--- src/rtl/gpio_debounce_if.sv ---
// rtl/gpio_debounce_if.sv - pad, configuration and event signals of the GPIO input conditioner
interface gpio_debounce_if #(
  parameter int GW = 32,
  parameter int CW = 8,
  parameter int PW = 16
);
  logic [GW-1:0] gpio_i;
  logic [CW-1:0] cfg_len;
  logic [PW-1:0] cfg_div;
  logic [GW-1:0] cfg_rise;
  logic [GW-1:0] cfg_fall;
  logic [GW-1:0] cfg_ien;
  logic [GW-1:0] evt_clr;
  logic [GW-1:0] gpio_o;
  logic [GW-1:0] evt_o;
  logic          irq;

  modport master (
    output gpio_i, cfg_len, cfg_div, cfg_rise, cfg_fall, cfg_ien, evt_clr,
    input  gpio_o, evt_o, irq
  );

  modport slave (
    input  gpio_i, cfg_len, cfg_div, cfg_rise, cfg_fall, cfg_ien, evt_clr,
    output gpio_o, evt_o, irq
  );
endinterface

--- src/rtl/gpio_debounce.sv ---
// rtl/gpio_debounce.sv - synchronize, debounce and edge-detect GPIO pads into sticky events and irq
// Optional prescaler built when GPIO_DEBOUNCE_PRESCALER_EN is defined; otherwise tick is every cycle.
module gpio_debounce #(
  parameter int GW = 32,
  parameter int CW = 8,
  parameter int PW = 16
) (
  input  logic              clk,
  input  logic              rst,
  gpio_debounce_if.slave    bus
);

  logic [GW-1:0] s1;
  logic [GW-1:0] s2;
  logic [GW-1:0] gpio_q;
  logic [GW-1:0] evt_q;
  logic [CW-1:0] cnt [GW];
  logic [GW-1:0] diff;
  logic [GW-1:0] commit;
  logic [GW-1:0] rise;
  logic [GW-1:0] fall;
  logic [GW-1:0] set;
  logic          tick;

  always_ff @(posedge clk or posedge rst) begin
    if (rst) begin
      s1 <= '0;
      s2 <= '0;
    end else begin
      s1 <= bus.gpio_i;
      s2 <= s1;
    end
  end

`ifdef GPIO_DEBOUNCE_PRESCALER_EN
  logic [PW-1:0] div;

  // >= so that lowering cfg_div below the running count still wraps at once
  assign tick = (div >= bus.cfg_div);

  always_ff @(posedge clk or posedge rst) begin
    if (rst) begin
      div <= '0;
    end else if (tick) begin
      div <= '0;
    end else begin
      div <= div + 1'b1;
    end
  end
`else
  logic [PW-1:0] unused_cfg_div;

  assign unused_cfg_div = bus.cfg_div;
  assign tick           = 1'b1;
`endif

  always_comb begin
    diff   = s2 ^ gpio_q;
    commit = '0;
    for (int i = 0; i < GW; i++) begin
      commit[i] = diff[i] & tick & (cnt[i] >= bus.cfg_len);
    end
  end

  assign rise = commit & s2;
  assign fall = commit & ~s2;
  assign set  = (rise & bus.cfg_rise) | (fall & bus.cfg_fall);

  // A sample matching the output restarts qualification, which also swallows glitches
  always_ff @(posedge clk or posedge rst) begin
    if (rst) begin
      for (int i = 0; i < GW; i++) begin
        cnt[i] <= '0;
      end
    end else begin
      for (int i = 0; i < GW; i++) begin
        if (!diff[i] || commit[i]) begin
          cnt[i] <= '0;
        end else if (tick) begin
          cnt[i] <= cnt[i] + 1'b1;
        end
      end
    end
  end

  always_ff @(posedge clk or posedge rst) begin
    if (rst) begin
      gpio_q <= '0;
      evt_q  <= '0;
    end else begin
      gpio_q <= gpio_q ^ commit;
      evt_q  <= (evt_q & ~bus.evt_clr) | set;
    end
  end

  assign bus.gpio_o = gpio_q;
  assign bus.evt_o  = evt_q;
  assign bus.irq    = |(evt_q & bus.cfg_ien);

endmodule

--- src/flat_wrapper.sv ---
// flat-port wrapper written by rule: the top's interface ports become plain ports
module gpio_debounce_flat 
#(
  parameter int GW = 32,
  parameter int CW = 8,
  parameter int PW = 16
)
  (clk, rst, bus_gpio_i, bus_cfg_len, bus_cfg_div, bus_cfg_rise, bus_cfg_fall, bus_cfg_ien, bus_evt_clr, bus_gpio_o, bus_evt_o, bus_irq);
  gpio_debounce_if #(.GW(GW), .CW(CW), .PW(PW)) bus_i ();
  input  logic clk;
  input  logic rst;
  input wire logic [$bits(bus_i.gpio_i)-1:0] bus_gpio_i;
  input wire logic [$bits(bus_i.cfg_len)-1:0] bus_cfg_len;
  input wire logic [$bits(bus_i.cfg_div)-1:0] bus_cfg_div;
  input wire logic [$bits(bus_i.cfg_rise)-1:0] bus_cfg_rise;
  input wire logic [$bits(bus_i.cfg_fall)-1:0] bus_cfg_fall;
  input wire logic [$bits(bus_i.cfg_ien)-1:0] bus_cfg_ien;
  input wire logic [$bits(bus_i.evt_clr)-1:0] bus_evt_clr;
  output wire logic [$bits(bus_i.gpio_o)-1:0] bus_gpio_o;
  output wire logic [$bits(bus_i.evt_o)-1:0] bus_evt_o;
  output wire logic [$bits(bus_i.irq)-1:0] bus_irq;
  assign bus_i.gpio_i = bus_gpio_i;
  assign bus_i.cfg_len = bus_cfg_len;
  assign bus_i.cfg_div = bus_cfg_div;
  assign bus_i.cfg_rise = bus_cfg_rise;
  assign bus_i.cfg_fall = bus_cfg_fall;
  assign bus_i.cfg_ien = bus_cfg_ien;
  assign bus_i.evt_clr = bus_evt_clr;
  assign bus_gpio_o = bus_i.gpio_o;
  assign bus_evt_o = bus_i.evt_o;
  assign bus_irq = bus_i.irq;
  gpio_debounce #(.GW(GW), .CW(CW), .PW(PW)) u_core (.clk(clk), .rst(rst), .bus(bus_i));
endmodule
--- config.mk ---
export PLATFORM = sky130hd
export DESIGN_NAME = gpio_debounce_flat
export DESIGN_NICKNAME = d
export VERILOG_FILES = /design/src/rtl/gpio_debounce_if.sv /design/src/rtl/gpio_debounce.sv /design/src/flat_wrapper.sv
export SDC_FILE = /design/constraint.sdc
export NUM_CORES = 1
export LEC_CHECK = 0
export ABC_AREA = 1
export CAP_MARGIN = 40
export CORE_AREA = 2 2 221 267
export DETAILED_ROUTE_END_ITERATION = 16
export DIE_AREA = 0 0 223 269
export SYNTH_ARGS = -nofsm -noshare
export SYNTH_HDL_FRONTEND = slang
export SYNTH_SLANG_ARGS = --single-unit
--- constraint.sdc ---
create_clock -name clk -period 21.2 [get_ports clk]
set_input_delay 5.3 -clock clk [delete_from_list [all_inputs] [get_ports clk]]
set_output_delay 5.3 -clock clk [all_outputs]
set_load 0.02 [all_outputs]
# Yosys cells after proc, flatten, opt, wreduce, memory -nomap -nowiden
# Index checks and enable logic that the tools add are counted.
# word_totals
output_inout_bits	65
elab_cells	241
input_bits	186
ff_bits	384
# classes
n_lt_le_gt_ge	32
n_reduce_logical	65
bitwise	44
n_addsub	32
mux	32
# op_table
operator	count
adder 8 x 1 -> 8 bit (second input constant)	32
>= comparator 8 bit	32
2-to-1 mux 8 bit	32
bitwise AND 32 bit	6
NOT 32 bit	2
OR 32 bit	2
bitwise XOR 32 bit	2
bitwise AND 1 bit	32
logical NOT 1 bit	32
logical OR 1 bit	32
OR reduction 32 bit	1

# Logic depth before layout (Yosys ltp)
# Gate-level depths: netlist of the first run.
# logic_depth
ltp_word	6
ltp_mapped	11
depth_no_buf	11

# Worst setup path before layout of the first run
# No wires, ideal clock.
# synth_path
path_type	input to output
startpoint	in bus_cfg_ien[4]
endpoint	out bus_irq
cell_stages	4
t_arrival_ns	5.765
path_slack_ns	10.135
path_cell_list	nand2_1 > nand4_1 > nor2_1 > nand4_1
# synth_via
elab_chain_len	2
# synth_lines
element	line_no	source
start, declared	flat_wrapper.sv:17	input wire logic [$bits(bus_i.cfg_ien)-1:0] bus_cfg_ien;
bitwise AND 32 bit	gpio_debounce.sv:98	assign bus.irq = |(evt_q & bus.cfg_ien);
OR reduction 32 bit	gpio_debounce.sv:98	
end, declared	flat_wrapper.sv:21	output wire logic [$bits(bus_i.irq)-1:0] bus_irq;
# Every way passes these cells.

# Final worst setup path of the first run
# layout_path
startpoint	in bus_cfg_ien[20]
endpoint	out bus_irq
# Same word-level chain as after synthesis.

==> flow_metrics.env, run 1 <==
export IMPL_synth_cell_types=22
export IMPL_slew_viol_final=0
export IMPL_die_area_um2=60000
export IMPL_finalWorstPathRequiredPeriod_ns=12.69
export IMPL_io_pins=251
export IMPL_use_met2_pct=31.8
export IMPL_synth_edff_count=0
export IMPL_critPathLaunchType="primary input"
export IMPL_hold_slack_ns=0.344
export IMPL_wl_per_cell_um=14.0
export IMPL_yosys_area_top_type="dfrtp_1"
export IMPL_critPathSlowestCell="clkdlybuf4s50_1"
export IMPL_fill_cells=5471
export IMPL_vias=17800
export IMPL_start_util_pct=39.6
export IMPL_first_iter_violations=787
export IMPL_drc_errors=0
export IMPL_arrival_ns=7.39
export IMPL_path_class="primary input to output port"
export IMPL_holdPathStages=0
export IMPL_dieWidth_um=223
export IMPL_syn_inst=2672
export IMPL_critPathTopFamily="simple AND/OR/NAND/NOR gates"
export IMPL_fp_coreArea_um2=57600
export IMPL_async_flop_share_pct=100
export IMPL_cts_made_buffers=46
export IMPL_cts_setup_buffers=0
export IMPL_hold_start="u_core.s1[23]$_DFF_PP0_"
export IMPL_nets=3440
export IMPL_synth_warning_count=0
export IMPL_yosysMostFrequentCell="nand2_1"
export IMPL_place_gp_congestion=0.774
export IMPL_antenna_found_initial=1
export IMPL_status="complete, no violations"
export IMPL_grt_use_total_pct=17.9
export IMPL_grt_use_met1_pct=22.7
export IMPL_synth_top_area_share_pct=42.1
export IMPL_hpwl_um=37100
export IMPL_ant_nets=0
export IMPL_cts_buffer_depth=3
export IMPL_min_to="u_core.s2[23]$_DFF_PP0_"
export IMPL_clkTransAtPathRegs_ns=0.05
export IMPL_drive_gt1_share_pct=5.83
export IMPL_grt_pass1_vias=17900
export IMPL_switching_share_pct=32.7
export IMPL_ys_flop_type="dfrtp_1"
export IMPL_cp_required_ns=15.90
export IMPL_clock_sinks=384
export IMPL_comb_power_share_pct=26.2
export IMPL_reg2regPathDepth=8
export IMPL_port_buffers=234
export IMPL_r2r_slack_ns=19.58
export IMPL_synth_area_leaders="dfrtp_1 (42%), ha_1 (16%), nand2_1 (11%)"
export IMPL_p_clk_share_pct=33.1
export IMPL_globalRouteMet3Util_pct=3.17
export IMPL_top_usage_layer="met2"
export IMPL_grt_pass1_wl_um=86800
export IMPL_first_pass_iters=5
export IMPL_hold_viol_final=0
export IMPL_fin_skew_ns=0.00918
export IMPL_r2r_start="u_core.cnt[147]$_DFF_PP0_"
export IMPL_drt_wl_total_um=52600
export IMPL_max_slew_margin_pct=43.8
export IMPL_worst_path_max_fanout=1
export IMPL_hold_path_class="flop to flop"
export IMPL_cp_buffers_inverters=2
export IMPL_cts_resized_gates=0
export IMPL_utilization_pct=48.1
export IMPL_max_vdd_ir_drop_mv=0.0565
export IMPL_viasPerCell=4.75
export IMPL_p_seq_share_pct=40.7
export IMPL_r2r_end="u_core.cnt[149]$_DFF_PP0_"
export IMPL_seq_area_frac_synth_pct=42.1
export IMPL_grt_max_degree=144
export IMPL_hold_buffers=0
export IMPL_path_cells="clkdlybuf4s50_1, nand2_1, nand4_1, nor2_1, nand4_1, clkdlybuf4s50_1"
export IMPL_htreeDepth=2
export IMPL_critPathMaxStageDelay_ns=0.59
export IMPL_root_buffer="clkbuf_16"
export IMPL_synth_nets=3146
export IMPL_cp_end_kind="output port"
export IMPL_dp_worst_setup_slack_ns=8.53
export IMPL_p_switching_mw=0.772
export IMPL_area_growth_pct=21.7
export IMPL_syn_area_um2=22800
export IMPL_worstSkewPairLatency_ns=0.57
export IMPL_fmax_mhz=78.8
export IMPL_grt_overflow=0
export IMPL_cap_violations=0
export IMPL_layout_setup_ws_ns=8.51
export IMPL_setup_tns_ns=0
export IMPL_powerDensity_nw_per_um2=84.9
export IMPL_leakage_nw=14.3
export IMPL_setup_viol=0
export IMPL_period_share_pct=59.9
export IMPL_antennaDiodeCount=0
export IMPL_tritoncts="built"
export IMPL_die_h_um=269
export IMPL_synth_seq_cells=384
export IMPL_tightest_slew_ns=0.843
export IMPL_rsz0062_at_grt="false"
export IMPL_intPower_mw=1.58
export IMPL_synthTopCellsByCount="nand2_1 (664), nor2_1 (498), dfrtp_1 (384), ha_1 (288), inv_1 (259)"
export IMPL_avgSynthCellArea_um2=8.53
export IMPL_power_total_mw=2.36
export IMPL_row_count=97
-- final cells by class --
cell class | count | area, um^2 | share of cell area, %
timing repair buffer | 246 | 2500 | 9.03
clock buffer | 76 | 1440 | 5.18
clock inverter | 8 | 70.1 | 0.253
inverter | 290 | 1100 | 3.95
sequential | 384 | 9610 | 34.6
tap | 742 | 928 | 3.35
multi-input combinational | 1998 | 12100 | 43.6
-- stage by stage --
stage,instances,area (um^2)
2_1_floorplan,2672,22800
3_3_place_gp,3656,26100
3_5_place_dp,3660,26200
4_1_cts,3744,27700
5_1_grt,3744,27700
6_report,3744,27700
-- metal layers --
layer	share of wire, %	routed length [um]
met3	4.1	2160
met5	0	0
met4	1.9	984
met2	48	25100
met1	46	24300
-- worst register-to-register path: stages, from the launching register on --
cell     delay [ns]
dfrtp_1        0.44
ha_1           0.32
nand2_1        0.09
nor2_1         0.05
nor2_1         0.08
nand2_1        0.07
nand2_1        0.15
nand3_2        0.19
nor2_1         0.14
-- sequential cells by signal (all words and copies together), names as in the netlist, named ones only --
| register | flops |
|---|---|
| u_core.s2 | 32 |
| u_core.s1 | 32 |
| u_core.bus.evt_o | 32 |
| u_core.cnt | 256 |
-- logic make-up after synthesis --
kind of cell	after synthesis	share of synthesized area, %
AO/OA/AOI/OAI	128	3.67
XOR/XNOR	199	7.64
adder cells (fa/ha/maj)	288	15.8
buffers and inverters	290	4.77
flip-flops	384	42.1
AND/OR/NAND/NOR	1383	26.0
-- power by group through the flow --
stage	logic, mW	clock network, mW	registers, mW
finish	0.617	0.779	0.960
global route	0.718	0.836	0.980
CTS	0.630	0.805	0.961
detailed placement	0.626	0	0.973
global placement	0.595	0	0.968
floorplan	0.406	0	0.974
-- worst max path at each step --
stage / start / endpoint / depth (start not counted)
2_1_floorplan: rst / asynchronous set/reset pin / 1
3_3_place_gp: bus_cfg_ien[20] / bus_irq / 6
3_5_place_dp: bus_cfg_ien[20] / bus_irq / 6
4_1_cts: bus_cfg_ien[20] / bus_irq / 6
5_1_grt: bus_cfg_ien[20] / bus_irq / 6
6_report: bus_cfg_ien[20] / bus_irq / 6
-- cell usage in the layout, fill, tap and decap left out, drive strengths merged --
cell type / count
xor2: 134
a21oi: 41
a21o: 1
nand3: 159
dfrtp: 384
xnor2: 65
buf: 13
inv: 259
clkinvlp: 2
nand4: 11
o22ai: 17
nor2: 500
clkdlybuf4s50: 233
o21bai: 31
nor3: 49
a22oi: 7
o21a: 31
clkbuf: 76
clkinv: 36
nand2: 664
bufinv: 1
ha: 288
No activity file was read; power rests on OpenSTA's default activity.
==> run 2, diff against run 1 <==
Clock period 21.2 ns to 10.8 ns, I/O delays scaled along.
==> flow_metrics.env, run 2 (synthesized netlist as in run 1, its figures left out) <==
export IMPL_drive_gt1_share_pct=6.29
export IMPL_die_area_um2=60000
export IMPL_arrival_ns=4.58
export IMPL_fp_coreArea_um2=57600
export IMPL_status="complete, no violations"
export IMPL_drc_errors=0
export IMPL_place_gp_congestion=0.782
export IMPL_cap_violations=0
export IMPL_fill_cells=5394
export IMPL_top_register="u_core.cnt"
export IMPL_r2r_start="u_core.cnt[155]$_DFF_PP0_"
export IMPL_worst_path_max_fanout=1
export IMPL_hold_viol_final=0
export IMPL_cts_buffer_depth=3
export IMPL_drt_wl_total_um=52700
export IMPL_mostFrequentLayoutCells="nand2_1 (664), nor2_1 (498), dfrtp_1 (384)"
export IMPL_wl_per_cell_um=14.1
export IMPL_cts_resized_gates=0
export IMPL_hold_path_class="flop to flop"
export IMPL_area_growth_pct=22.2
export IMPL_critPathTopFamily="buffers and inverters"
export IMPL_first_iter_violations=689
export IMPL_path_cells="clkdlybuf4s50_1, nand2_1, nand4_1, nor2_1, nand4_1, clkdlybuf4s50_1"
export IMPL_setup_viol=0
export IMPL_mostFrequentLayoutCell="nand2_1"
export IMPL_grt_pass1_wl_um=87400
export IMPL_critPathMaxStageDelay_ns=0.56
export IMPL_ant_nets=0
export IMPL_first_pass_iters=5
export IMPL_period_share_pct=67.4
export IMPL_cts_made_buffers=45
export IMPL_vias=17800
export IMPL_layout_setup_ws_ns=3.52
export IMPL_hpwl_um=37000
export IMPL_root_buffer="clkbuf_16"
export IMPL_rsz0062_at_grt="false"
export IMPL_setup_tns_ns=0
export IMPL_instances_no_fill=3747
export IMPL_tightest_slew_ns=0.949
export IMPL_worstSkewPairLatency_ns=0.58
export IMPL_clock_sinks=384
export IMPL_powerDensity_nw_per_um2=169
export IMPL_grt_overflow=0
export IMPL_cp_end_kind="output port"
export IMPL_start_util_pct=39.6
export IMPL_row_count=97
export IMPL_dieWidth_um=223
export IMPL_grt_max_degree=161
export IMPL_finalWorstPathRequiredPeriod_ns=7.28
export IMPL_grt_pass1_vias=18100
export IMPL_port_buffers=234
export IMPL_slew_viol_final=0
export IMPL_max_slew_margin_pct=36.7
export IMPL_max_vdd_ir_drop_mv=0.116
export IMPL_htreeDepth=2
export IMPL_fmax_mhz=137
export IMPL_io_pins=251
export IMPL_cp_buffers_inverters=2
export IMPL_cp_required_ns=8.10
export IMPL_tritoncts="built"
export IMPL_critPathSlowestCell="clkdlybuf4s50_1"
export IMPL_hold_buffers=0
export IMPL_die_h_um=269
export IMPL_viasPerCell=4.75
export IMPL_grt_use_total_pct=18.0
export IMPL_largest_reg_flops=256
export IMPL_hold_start="u_core.s1[15]$_DFF_PP0_"
export IMPL_antennaDiodeCount=0
export IMPL_r2r_slack_ns=9.17
export IMPL_nets=3442
export IMPL_dp_worst_setup_slack_ns=3.45
export IMPL_multiInputGateArea_um2=12100
export IMPL_crit_start="bus_cfg_ien[27]"
export IMPL_path_class="primary input to output port"
export IMPL_regArea_um2=9610
export IMPL_critPathLaunchType="primary input"
export IMPL_leakage_nw=14.4
export IMPL_fin_skew_ns=0.0112
export IMPL_antenna_found_initial=0
export IMPL_clkTransAtPathRegs_ns=0.06
export IMPL_place_inst=3663
export IMPL_cts_setup_buffers=0
-- run 2: changes by cell type in the layout (fill, tap and decap cells not counted) --
cell and change:
clkbuf_1 -11, clkinv_2 +6, clkbuf_8 +4, buf_4 +2, bufinv_16 +2, clkbuf_16 -2
buf_16 +1, inv_6 +1
-- run 2: through the flow --
step	total power, mW	hold slack, ns	area [um^2]	util (%)
finish	4.70	0.344	27900	48.3
global route	5.05	0.351	27900	48.3
CTS	4.78	0.347	27900	48.3
detailed placement	3.15	0.335	26300	45.6
global placement	3.06	0.332	26200	45.4
floorplan	2.71	0.331	22800	-
-- run 2: worst paths after layout --
kind / end / depth (start not counted)
max: bus_irq / 6
max in group asynchronous: u_core.cnt[92]$_DFF_PP0_ / 3
max reg2reg: u_core.bus.evt_o[12]$_DFF_PP0_ / 9
min in group asynchronous: asynchronous set/reset pin / 2
min: u_core.s2[15]$_DFF_PP0_ / 0
min reg2reg: u_core.s2[15]$_DFF_PP0_ / 0
-- run 2: layer usage --
layer	wire length, um	track usage (%)
met5	0	0
met2	25400	32.0
met1	24000	22.4
met3	2130	3.01
met4	1220	5.24
-- run 2: layout make-up --
cell class              instances  share of cell area [%]
inverters                     290                    3.92
flip-flops and latches        384                    34.5
clock inverters                17                   0.620
clock buffers                  67                    5.03
well taps                     742                    3.33
repair buffers                249                    9.15
multi-input cells            1998                    43.5
-- run 2: where the power goes --
group | total (mW) | leakage (nW) | internal, mW | switching [mW]
logic | 1.22 | 8.48 | 0.543 | 0.676
clock network | 1.59 | 0.789 | 0.969 | 0.619
registers | 1.89 | 5.11 | 1.64 | 0.244
total | 4.70 | 14.4 | 3.16 | 1.54
==> run 3, diff against run 2 <==
Clock period 10.8 ns to 5.85 ns, I/O delays scaled along.
==> flow_metrics.env, run 3 (synthesized netlist as in run 1, its figures left out) <==
export IMPL_finalWorstPathRequiredPeriod_ns=4.84
export IMPL_first_pass_iters=5
export IMPL_critPathMaxStageDelay_ns=0.57
export IMPL_die_area_um2=60000
export IMPL_place_inst=3664
export IMPL_wl_met1_um=24200
export IMPL_max_slew_margin_pct=48.2
export IMPL_dieWidth_um=223
export IMPL_row_count=97
export IMPL_fin_skew_ns=0.0174
export IMPL_top_register="u_core.cnt"
export IMPL_drive_gt1_share_pct=5.97
export IMPL_worstSkewPairLatency_ns=0.58
export IMPL_fp_coreArea_um2=57600
export IMPL_io_pins=251
export IMPL_grt_pass1_vias=17900
export IMPL_clock_sinks=384
export IMPL_cts_buffer_depth=3
export IMPL_hold_viol_final=0
export IMPL_arrival_ns=3.37
export IMPL_clkTransAtPathRegs_ns=0.06
export IMPL_tightest_slew_ns=0.776
export IMPL_placed_area_um2=26300
export IMPL_fmax_mhz=207
export IMPL_met3WireLength_um=2310
export IMPL_worst_path_max_fanout=1
export IMPL_die_h_um=269
export IMPL_fill_cells=5420
export IMPL_powerDensity_nw_per_um2=306
export IMPL_cap_violations=0
export IMPL_ant_nets=0
export IMPL_layout_setup_ws_ns=1.01
export IMPL_setup_viol=0
export IMPL_cp_end_kind="output port"
export IMPL_instances_no_fill=3742
export IMPL_critical_path_depth=6
export IMPL_first_iter_violations=827
export IMPL_r2r_end="u_core.cnt[146]$_DFF_PP0_"
export IMPL_nets=3443
export IMPL_period_share_pct=82.7
export IMPL_cts_resized_gates=0
export IMPL_grt_max_degree=118
export IMPL_hold_buffers=0
export IMPL_status="complete, no violations"
export IMPL_utilization_pct=48.1
export IMPL_vias=17800
export IMPL_largest_reg_flops=256
export IMPL_dr_max_layer_used="met5"
export IMPL_mostFrequentLayoutCells="nand2_1 (664), nor2_1 (498), dfrtp_1 (384)"
export IMPL_wl_per_cell_um=14.1
export IMPL_hold_slack_ns=0.334
export IMPL_endpoint="bus_irq"
export IMPL_start_util_pct=39.6
export IMPL_htreeDepth=2
export IMPL_grt_pass1_wl_um=87200
export IMPL_cts_made_buffers=45
export IMPL_grt_use_total_pct=18.0
export IMPL_hold_path_class="flop to flop"
export IMPL_critPathLaunchType="primary input"
export IMPL_antennaDiodeCount=0
export IMPL_hpwl_um=38100
export IMPL_antenna_found_initial=2
export IMPL_cp_buffers_inverters=2
export IMPL_path_class="primary input to output port"
export IMPL_holdPathStages=0
export IMPL_r2r_slack_ns=4.23
export IMPL_dp_worst_setup_slack_ns=0.966
export IMPL_leakage_nw=14.3
export IMPL_place_gp_congestion=0.805
export IMPL_rsz0062_at_grt="false"
export IMPL_grt_overflow=0
export IMPL_critPathSlowestCell="clkdlybuf4s50_1"
export IMPL_drt_wl_total_um=52900
export IMPL_cts_setup_buffers=0
export IMPL_drc_errors=0
export IMPL_critPathTopFamily="buffers and inverters"
export IMPL_root_buffer="clkbuf_16"
export IMPL_area_growth_pct=21.7
export IMPL_slew_viol_final=0
export IMPL_port_buffers=234
export IMPL_max_vdd_ir_drop_mv=0.172
export IMPL_tritoncts="built"
export IMPL_final_cell_area_um2=27700
export IMPL_reg2regPathDepth=8
export IMPL_viasPerCell=4.75
export IMPL_r2r_start="u_core.cnt[147]$_DFF_PP0_"
export IMPL_mostFrequentLayoutCell="nand2_1"
export IMPL_cp_required_ns=4.39
export IMPL_path_cells="clkdlybuf4s50_1, nand2_1, nand4_1, nor2_1, nand4_1, clkdlybuf4s50_1"
export IMPL_wl_met2_um=25500
export IMPL_crit_start="bus_cfg_ien[27]"
run 3: cell types whose count changed in the layout (fill, tap and decap cells not counted):
cell	previous run	this run
clkinv_2	11	6
buf_16	3	0
inv_8	1	0
clkbuf_8	15	11
clkbuf_1	5	10
buf_4	9	8
buf_12	3	8
clkinvlp_4	2	3
bufinv_16	3	1
run 3: through the flow:
stage | total power, mW | TNS [ns]
after floorplan | 5.00 | -297.40
after global placement | 5.67 | 0
after detailed placement | 5.81 | 0
after CTS | 8.65 | 0
after global routing | 9.13 | 0
final | 8.49 | 0
run 3: routing by layer:
layer	global-route usage, %	vias up
met1	22.6	8331
met2	32.3	292
met5	0	-
met3	2.93	55
li1	-	9098
met4	4.17	4
run 3: layout make-up:
cell class	instances	area, um^2	share of cell area (%)
multi-input combinational	1998	12100	43.6
inverter	290	1090	3.94
clock inverter	10	83.8	0.302
sequential	384	9610	34.6
clock buffer	68	1370	4.92
tap	742	928	3.35
timing repair buffer	250	2560	9.22
run 3: where the power goes:
group	leakage, nW	internal (mW)	switching [mW]
registers	5.11	3.03	0.451
clock network	0.713	1.64	1.12
logic	8.48	1.00	1.24
total	14.3	5.68	2.82
run 3: worst reg2reg max path, cell delays in order (launching register included):
cell	delay, ns
dfrtp_1	0.44
ha_1	0.32
nand2_1	0.09
nor2_1	0.05
nor2_1	0.08
nand2_1	0.07
nand2_1	0.15
nand3_2	0.19
nor2_1	0.14
run 3: worst min-delay path by stage:
stage / startpoint / to / slack, ns
2_1_floorplan: u_core.s1[0]$_DFF_PP0_ / u_core.s2[0]$_DFF_PP0_ / 0.33
3_3_place_gp: u_core.s1[7]$_DFF_PP0_ / u_core.s2[7]$_DFF_PP0_ / 0.33
3_5_place_dp: u_core.s1[16]$_DFF_PP0_ / u_core.s2[16]$_DFF_PP0_ / 0.34
4_1_cts: u_core.s1[10]$_DFF_PP0_ / u_core.s2[10]$_DFF_PP0_ / 0.34
5_1_grt: u_core.s1[4]$_DFF_PP0_ / u_core.s2[4]$_DFF_PP0_ / 0.35
6_report: u_core.s1[10]$_DFF_PP0_ / u_core.s2[10]$_DFF_PP0_ / 0.33
